==> src/rtl/vector_ls_pkg.sv <==
`default_nettype none
// ============================================================================
//  Module      : vector_ls_pkg
//  Description : Shared types, constants and sizing helpers for the vector
//                load/store control FSM, its interface and the sequencer.
//  Revision    : 1.0  initial release
// ============================================================================
package vector_ls_pkg;

    // Sequencer states
    typedef enum logic [1:0] {
        S_IDLE  = 2'd0,
        S_LOAD  = 2'd1,
        S_STORE = 2'd2,
        S_DONE  = 2'd3
    } State;

    // Bytes per bus word; every scalar transfer advances the address by this
    localparam int unsigned WORD_BYTES = 4;

    // Number of bus words that make up one full vector register
    function automatic int calc_num_scalars(input int num_slices, input int num_elems,
                                            input int elem_size, input int scalar_size);
        return (num_slices * num_elems * elem_size) / scalar_size;
    endfunction

    // Width able to hold a count of 0..num_scalars inclusive
    function automatic int calc_cw(input int num_scalars);
        return $clog2(num_scalars + 1);
    endfunction

    // Width of a scalar index 0..num_scalars-1, never below one bit
    function automatic int calc_iw(input int num_scalars);
        return (num_scalars <= 1) ? 1 : $clog2(num_scalars);
    endfunction

endpackage : vector_ls_pkg
`default_nettype wire

==> src/rtl/vector_ls_seq.sv <==
`default_nettype none
// ============================================================================
//  Module      : vector_ls_seq
//  Description : Vector load/store sequencer. Turns one load/store command into
//                'count' word transactions between the data memory port and the
//                vector register file. Loads are pipelined with in-order
//                responses; stores are posted. Signals completion with a
//                single-cycle 'complete' pulse.
//  Revision    : 1.0  initial release
// ============================================================================
module vector_ls_seq
    import vector_ls_pkg::*;
#(
    parameter  int NUM_SLICES  = 1,
    parameter  int NUM_ELEMS   = 8,
    parameter  int ELEM_SIZE   = 16,
    parameter  int SCALAR_SIZE = 32,
    localparam int NUM_SCALARS = calc_num_scalars(NUM_SLICES, NUM_ELEMS, ELEM_SIZE, SCALAR_SIZE),
    localparam int CW          = calc_cw(NUM_SCALARS),
    localparam int IW          = calc_iw(NUM_SCALARS)
) (
    input  logic                   clk,
    input  logic                   reset,
    // Command from the load/store control FSM
    input  logic                   new_op,
    input  logic                   we,
    input  logic                   store_en,
    input  logic [CW-1:0]          count,
    input  logic [31:0]            g,
    output logic                   complete,
    // Data memory port
    output logic                   mem_req,
    output logic                   mem_we,
    output logic [31:0]            mem_addr,
    output logic [SCALAR_SIZE-1:0] mem_wdata,
    input  logic                   mem_gnt,
    input  logic                   mem_rvalid,
    input  logic [SCALAR_SIZE-1:0] mem_rdata,
    // Vector register file
    output logic [IW-1:0]          vr_rd_idx,
    input  logic [SCALAR_SIZE-1:0] vr_rd_data,
    output logic                   vr_wr_en,
    output logic [IW-1:0]          vr_wr_idx,
    output logic [SCALAR_SIZE-1:0] vr_wr_data
);

    localparam logic [CW-1:0] c_max_count = CW'(NUM_SCALARS);
    localparam logic [CW-1:0] c_one       = CW'(1);

    State          r_state, w_next_state;
    logic [31:0]   r_base,  w_next_base;
    logic [CW-1:0] r_cnt,   w_next_cnt;
    logic [CW-1:0] r_iss_idx, w_next_iss_idx;   // requests granted so far
    logic [CW-1:0] r_ret_idx, w_next_ret_idx;   // load responses written so far

    logic          w_busy;
    logic          w_issue;
    logic          w_rv_accept;
    logic [CW-1:0] w_iss_inc;
    logic [CW-1:0] w_ret_inc;
    logic [CW-1:0] w_count_clamped;

    assign w_busy          = (r_state == S_LOAD) || (r_state == S_STORE);
    assign w_issue         = w_busy && (r_iss_idx < r_cnt);
    assign w_iss_inc       = r_iss_idx + c_one;
    assign w_ret_inc       = r_ret_idx + c_one;
    assign w_count_clamped = (count > c_max_count) ? c_max_count : count;
    // A response with nothing outstanding cannot belong to any request; drop it
    assign w_rv_accept     = (r_state == S_LOAD) && mem_rvalid && (r_ret_idx != r_iss_idx);

    // State register, base address and both index counters
    always_ff @(posedge clk) begin
        if (reset) begin
            r_state   <= S_IDLE;
            r_base    <= '0;
            r_cnt     <= '0;
            r_iss_idx <= '0;
            r_ret_idx <= '0;
        end else begin
            r_state   <= w_next_state;
            r_base    <= w_next_base;
            r_cnt     <= w_next_cnt;
            r_iss_idx <= w_next_iss_idx;
            r_ret_idx <= w_next_ret_idx;
        end
    end

    // Next-state, counter updates and handshake outputs
    always_comb begin
        w_next_state   = r_state;
        w_next_base    = r_base;
        w_next_cnt     = r_cnt;
        w_next_iss_idx = r_iss_idx;
        w_next_ret_idx = r_ret_idx;
        complete       = 1'b0;
        mem_req        = 1'b0;
        mem_we         = 1'b0;
        vr_wr_en       = 1'b0;

        case (r_state)
            S_IDLE: begin
                if (new_op) begin
                    w_next_base    = g & ~32'h3;
                    w_next_cnt     = w_count_clamped;
                    w_next_iss_idx = '0;
                    w_next_ret_idx = '0;
                    if (count == '0) begin
                        w_next_state = S_DONE;
                    end else if (we && store_en) begin
                        w_next_state = S_STORE;
                    end else begin
                        w_next_state = S_LOAD;
                    end
                end
            end
            S_STORE: begin
                mem_req = w_issue;
                mem_we  = w_issue;
                if (w_issue && mem_gnt) begin
                    w_next_iss_idx = w_iss_inc;
                    if (w_iss_inc == r_cnt) begin
                        w_next_state = S_DONE;
                    end
                end
            end
            S_LOAD: begin
                mem_req = w_issue;
                if (w_issue && mem_gnt) begin
                    w_next_iss_idx = w_iss_inc;
                end
                if (w_rv_accept) begin
                    vr_wr_en       = 1'b1;
                    w_next_ret_idx = w_ret_inc;
                    if (w_ret_inc == r_cnt) begin
                        w_next_state = S_DONE;
                    end
                end
            end
            S_DONE: begin
                complete     = 1'b1;
                w_next_state = S_IDLE;
            end
            default: begin
                w_next_state = S_IDLE;
            end
        endcase
    end

    // Address and index outputs follow registered state only, so a stalled
    // grant keeps them stable. Data pass-throughs are gated so that they
    // idle at zero.
    assign mem_addr   = r_base + 32'(r_iss_idx) * WORD_BYTES;
    assign vr_rd_idx  = r_iss_idx[IW-1:0];
    assign mem_wdata  = mem_we   ? vr_rd_data : '0;
    assign vr_wr_idx  = r_ret_idx[IW-1:0];
    assign vr_wr_data = vr_wr_en ? mem_rdata  : '0;

endmodule : vector_ls_seq
`default_nettype wire

==> config.mk <==
export PLATFORM = sky130hd
export DESIGN_NAME = vector_ls_seq
export DESIGN_NICKNAME = d
export VERILOG_FILES = /design/src/rtl/vector_ls_pkg.sv /design/src/rtl/vector_ls_seq.sv
export SDC_FILE = /design/constraint.sdc
export NUM_CORES = 1
export LEC_CHECK = 0
export CAP_MARGIN = 15
export CORE_ASPECT_RATIO = 1.75
export CORE_UTILIZATION = 39
export CTS_CLUSTER_DIAMETER = 100
export DETAILED_ROUTE_END_ITERATION = 16
export HOLD_SLACK_MARGIN = 0.03
export PLACE_DENSITY = 0.88
export SYNTH_ARGS = -nofsm -noshare
export SYNTH_HDL_FRONTEND = slang
export SYNTH_SLANG_ARGS = --single-unit
==> constraint.sdc <==
create_clock -name clk -period 3.8 [get_ports clk]
set_input_delay 0.76 -clock clk [delete_from_list [all_inputs] [get_ports clk]]
set_output_delay 0.76 -clock clk [all_outputs]
set_load 0.005 [all_outputs]
After elaboration in Yosys (flattened, before gate mapping)

Cells that the tools add are included.

Flip-flop bits (word level): 41
Input bits: 106
Output and inout bits: 104

$add $sub $neg: 3
Order comparisons: 2
Equality and inequality tests: 12
Muxes and demuxes: 21
Reduce and logical (&&, ||, !) cells: 15

Operator list:

| operator                                                                 | number |
|---|---|
| 32-bit two-way mux                                                       | 2 |
| 32-bit by 5-bit adder with 32-bit output                                 | 1 |
| 2-bit two-way mux                                                        | 7 |
| 3-bit two-way mux                                                        | 4 |
| 3-bit one-hot mux with 2 select lines                                    | 2 |
| 2-bit by 1-bit inequality test with 1-bit output (second input constant) | 4 |
| 2-bit one-hot mux with 4 select lines                                    | 1 |
| 3-bit by 1-bit adder with 3-bit output (second input constant)           | 2 |
| 3-bit equality test                                                      | 2 |
| 3-bit AND reduction                                                      | 2 |
| 1-bit logical AND                                                        | 5 |
| 1-bit two-way mux                                                        | 5 |
| 5-bit AND reduction                                                      | 1 |
| 2-bit equality test (second input constant)                              | 2 |
| 2-bit inequality test (second input constant)                            | 2 |
| 2-bit nonzero test                                                       | 2 |
| 3-bit > comparator (second input constant)                               | 1 |
| 3-bit zero test                                                          | 1 |
| 3-bit < comparator                                                       | 1 |
| 3-bit inequality test                                                    | 1 |
| 2-bit by 1-bit equality test with 1-bit output (second input constant)   | 1 |
| 2-bit zero test                                                          | 1 |
| 2-bit AND reduction                                                      | 1 |
| 2-bit OR reduction                                                       | 1 |
| 1-bit logical OR                                                         | 1 |

Depth between registers and ports, before layout

Word-level depth: 6
Gate-level depth with buffers: 8
Depth with buffers taken out: 8

Worst setup path before layout

No wires, ideal clock.

Path type: reg2out
From: register r_iss_idx[0]
To: output port mem_addr[26]
Data arrival time: 1,961 ps
Data required time: 3,040 ps
Setup slack: 1,079 ps
Stages on the path, launching flop included: 9
Buffers on the path: 0
Cell sequence: dfxtp_1 ha_1 inv_1 fa_1 nor2b_1 o21ai_0 or4_4 nor2_2 xor2_1

Word-level cells in the longest chain between the ends: 1

Ends and longest elaborated chain:

| element                                  | RTL line             | text |
|---|---|---|
| from (decl)                              | vector_ls_seq.sv:53  | `logic [CW-1:0] r_iss_idx, w_next_iss_idx;` |
| from (signal assigned)                   | vector_ls_seq.sv:83  | `r_iss_idx <= w_next_iss_idx;` |
| 32-bit by 5-bit adder with 32-bit output | vector_ls_seq.sv:152 | `assign mem_addr = r_base + 32'(r_iss_idx) * WORD_BYTES;` |
| to (decl)                                | vector_ls_seq.sv:34  | `output logic [31:0] mem_addr,` |

Every way passes these cells.

Worst setup path after layout

From: register r_iss_idx[0]
To: output port mem_addr[30]

Same word-level chain as after synthesis.

==> results.yml <==
global_routing:
  antenna_found_initial: 0
  grt_overflow: 0
  grt_max_degree: 36
  gr-usage-all-layers_pct: 26.0
  grt_pass1_wl_mm: 16.0
  grt_pass1_vias: 3437
worst_setup_path:
  slowest_stage: "clkdlybuf4s50_1"
  critPathTopFamily: "simple AND/OR/NAND/NOR gates"
  arrival_ps: 2880
  critPathMaxStageDelay_ps: 530
  path_max_fanout: 4
  cp_cell_sequence: "ha_1, inv_1, fa_1, nor2b_1, o21ai_0, or4_4, nor2_2, xor2_1, clkdlybuf4s50_1"
  crit_buf_inv: 2
  reg2regPathDepth: 7
  worstSetupPathType: "flip-flop to primary output"
  r2r-end: "r_iss_idx[1]"
  r2r_start: "r_state[0]"
  timing.critical_path.from_type: "flip-flop"
  worstSetupEndpointType: "primary output"
  required_ps: 3040
  r2r_slack_ps: 1750
min_path:
  holdPathEnd: "r_base[2]"
  min_path_type: "flip-flop to flip-flop"
  hold_path_depth: 2
  min_from: "r_base[2]"
clock_network:
  clk_path_buf_depth: 2
  clock_latency_ps: 280
  clkSlewWorstSetupHoldPaths_ps: 60
  htreeDepth: 2
  cts_root_buf: "clkbuf_16"
  hold_buffers: 0
  clock-sinks: 41
  numCtsBuffers: 5
  cts_tree: "built"
drt:
  drt_iter0_drc: 100
  drc_errors: 0
  wl_mm: 10.7
  first_pass_iters: 4
  postRouteAntennaNets: 0
  via_count: 3556
  vias_per_cell: 5.17
  wl_per_cell_um: 15.5
sta:
  rsz0062_at_grt: "no"
  drv_slew: 0
  hold_violations: 0
  max_freq_mhz: 274
  final.setup_skew_ps: 3.94
  maxSlewHeadroom_pct: 42.2
  setup_violations: 0
  period_minus_slack_ps: 3640
  fin_crit_sh_pct: 95.9
  tns_ps: 0
  worst_slew_pin_slew_ps: 867
placement:
  io_buffers: 205
  hpwl_mm: 8.47
  routabilityCongestion: 0.911
die:
  io-pin-count: 210
  die_w_um: 68.6
  die-area_mm2: 0.00814
  die_h_um: 119
  row_count: 42
  start_util_pct: 40.0
  fp.coreArea_mm2: 0.00757
logic_synthesis:
  syn_avg_cell_area_um2: 7.37
  synth_area_mm2: 0.00303
  synthFlopType: "dfxtp_1"
  synth_seq_area_share_pct: 27.1
  synth_edf_count: 0
  yosysUniqueCellTypes: 46
  ys_ff_latch: 41
  ys_warn_count: 0
  syn-instance-count: 411
  postSynth.asyncResetShare_pct: 0
finish:
  syn_to_final_growth_pct: 74.0
  nNetsFinal: 718
  drive_gt1_share_pct: 4.33
  antennaDiodeCount: 0
  fillCellCount: 612
  utilization_pct: 69.7
power_and_ir_drop:
  p_per_area_mw_per_mm2: 387
  ir_drop_mv: 0.302
  p_leak_uw: 0.00221
job:
  max_cap_viol_count: 0
run_status:
  outcome: "completed"
[worst max path at each step]
| stage | from | endpoint | slack, ps | depth (start not counted) |
|---|---|---|---|---|
| floorplan | r_iss_idx[0] | mem_addr[26] | 1080 | 8 |
| global placement | r_iss_idx[1] | mem_addr[30] | 420 | 8 |
| detailed placement | r_iss_idx[1] | mem_addr[30] | 410 | 8 |
| CTS | r_iss_idx[1] | mem_addr[30] | 90 | 8 |
| global route | r_base[2] | mem_addr[30] | 90 | 9 |
| finish | r_iss_idx[0] | mem_addr[30] | 160 | 9 |
[what timing repair did]
| item | CTS | global route |
|---|---|---|
| setup endpoints to repair | 0 | 2 |
| endpoints found under the hold margin | 0 | 0 |
| buffers inserted | 0 | 0 |
| resized for setup | 0 | 1 |
[power by group]
group          switching (uW)  internal (uW)  total (uW)
Clock                     171            328         499
Sequential               90.8            509         600
Combinational             471            470         941
[cell families (layout without fill, tap and decap cells)]
| family | Yosys count | in the layout | share of synthesized area (%) |
|---|---|---|---|
| and+or+nand+nor | 213 | 213 | 37.6 |
| xor gates and xnor gates | 38 | 38 | 11.0 |
| buffers and inverters | 44 | 232 | 6.28 |
| DFF | 41 | 41 | 27.1 |
| muxes | 4 | 4 | 1.40 |
| adders and majority gates | 13 | 13 | 5.62 |
| AOI/OAI and AO/OA | 57 | 57 | 10.9 |
| other | 1 | 2 | 0.124 |
[cell type report]
class	count	area [um^2]	share of cell area, %
Clock buffer	7	143	2.70
Clock inverter	1	30.0	0.569
Timing Repair Buffer	211	2100	39.8
Sequential cell	41	822	15.6
Multi-Input combinational cell	327	2020	38.4
Inverter	13	48.8	0.925
Tap cell	88	110	2.09
[metrics by stage]
stage	total power [uW]	hold slack [ps]	area [um^2]	instances	setup WS, ps
after detailed placement	1540	451	5100	680	408
after global placement	1500	448	5100	680	423
after global routing	2170	483	5270	688	88.6
after floorplan	1110	440	3030	412	1080
after CTS	2040	459	5270	688	86.9
final	2040	458	5270	688	155
[Yosys cell counts (all sizes together) (12+ instances only)]
cell type  instances  share of area [%]
xor2              22                6.4
a21oi             37                6.1
nor2              16                2.2
nand2             79                9.8
xnor2             16                4.6
clkbuf            22                2.7
inv               13                1.6
dfxtp             41                 27
nand3             13                2.1
and2              36                7.4
ha                12                5.0
and3              39                8.1
[worst reg2reg max path, cell delays in order (launching register included)]
cell and delay, ps:
dfxtp_1 390, inv_1 90, ha_1 380, nor2b_1 210, nand4_1 190, a21oi_1 270, mux2_2 380, nor2_1 80
[per-layer routing]
layer	part of all wire, %	global-route usage [%]	routed length, um
met5	0	0	0
met4	2.2	8.59	233
met3	8.6	5.60	917
met2	56	50.8	5950
met1	34	24.6	3600
[cells in the final DEF, fill, tap and decap left out, types with 2 or more instances in the layout]
cell,instances
and3_1,39
conb_1,2
inv_1,13
and4_1,2
a21o_1,2
o31ai_1,2
clkbuf_16,5
nand3_1,13
mux2i_1,2
nor2_2,3
buf_4,6
ha_1,12
clkdlybuf4s50_1,205
nand3b_1,3
nor2b_1,5
o21ai_0,6
o2bb2ai_1,2
nand2_1,79
a21oi_1,37
dfxtp_1,40
nand2b_1,2
nor2_1,13
nor3_2,4
nand4_1,7
and2_1,36
xor2_1,22
xnor2_1,16
[state kept, by name (all words and copies together) (netlist names)]
name,count
r_state,2
r_iss_idx,3
r_ret_idx,3
r_base,30
r_cnt,3
No activity file was read; power rests on OpenSTA's default activity.
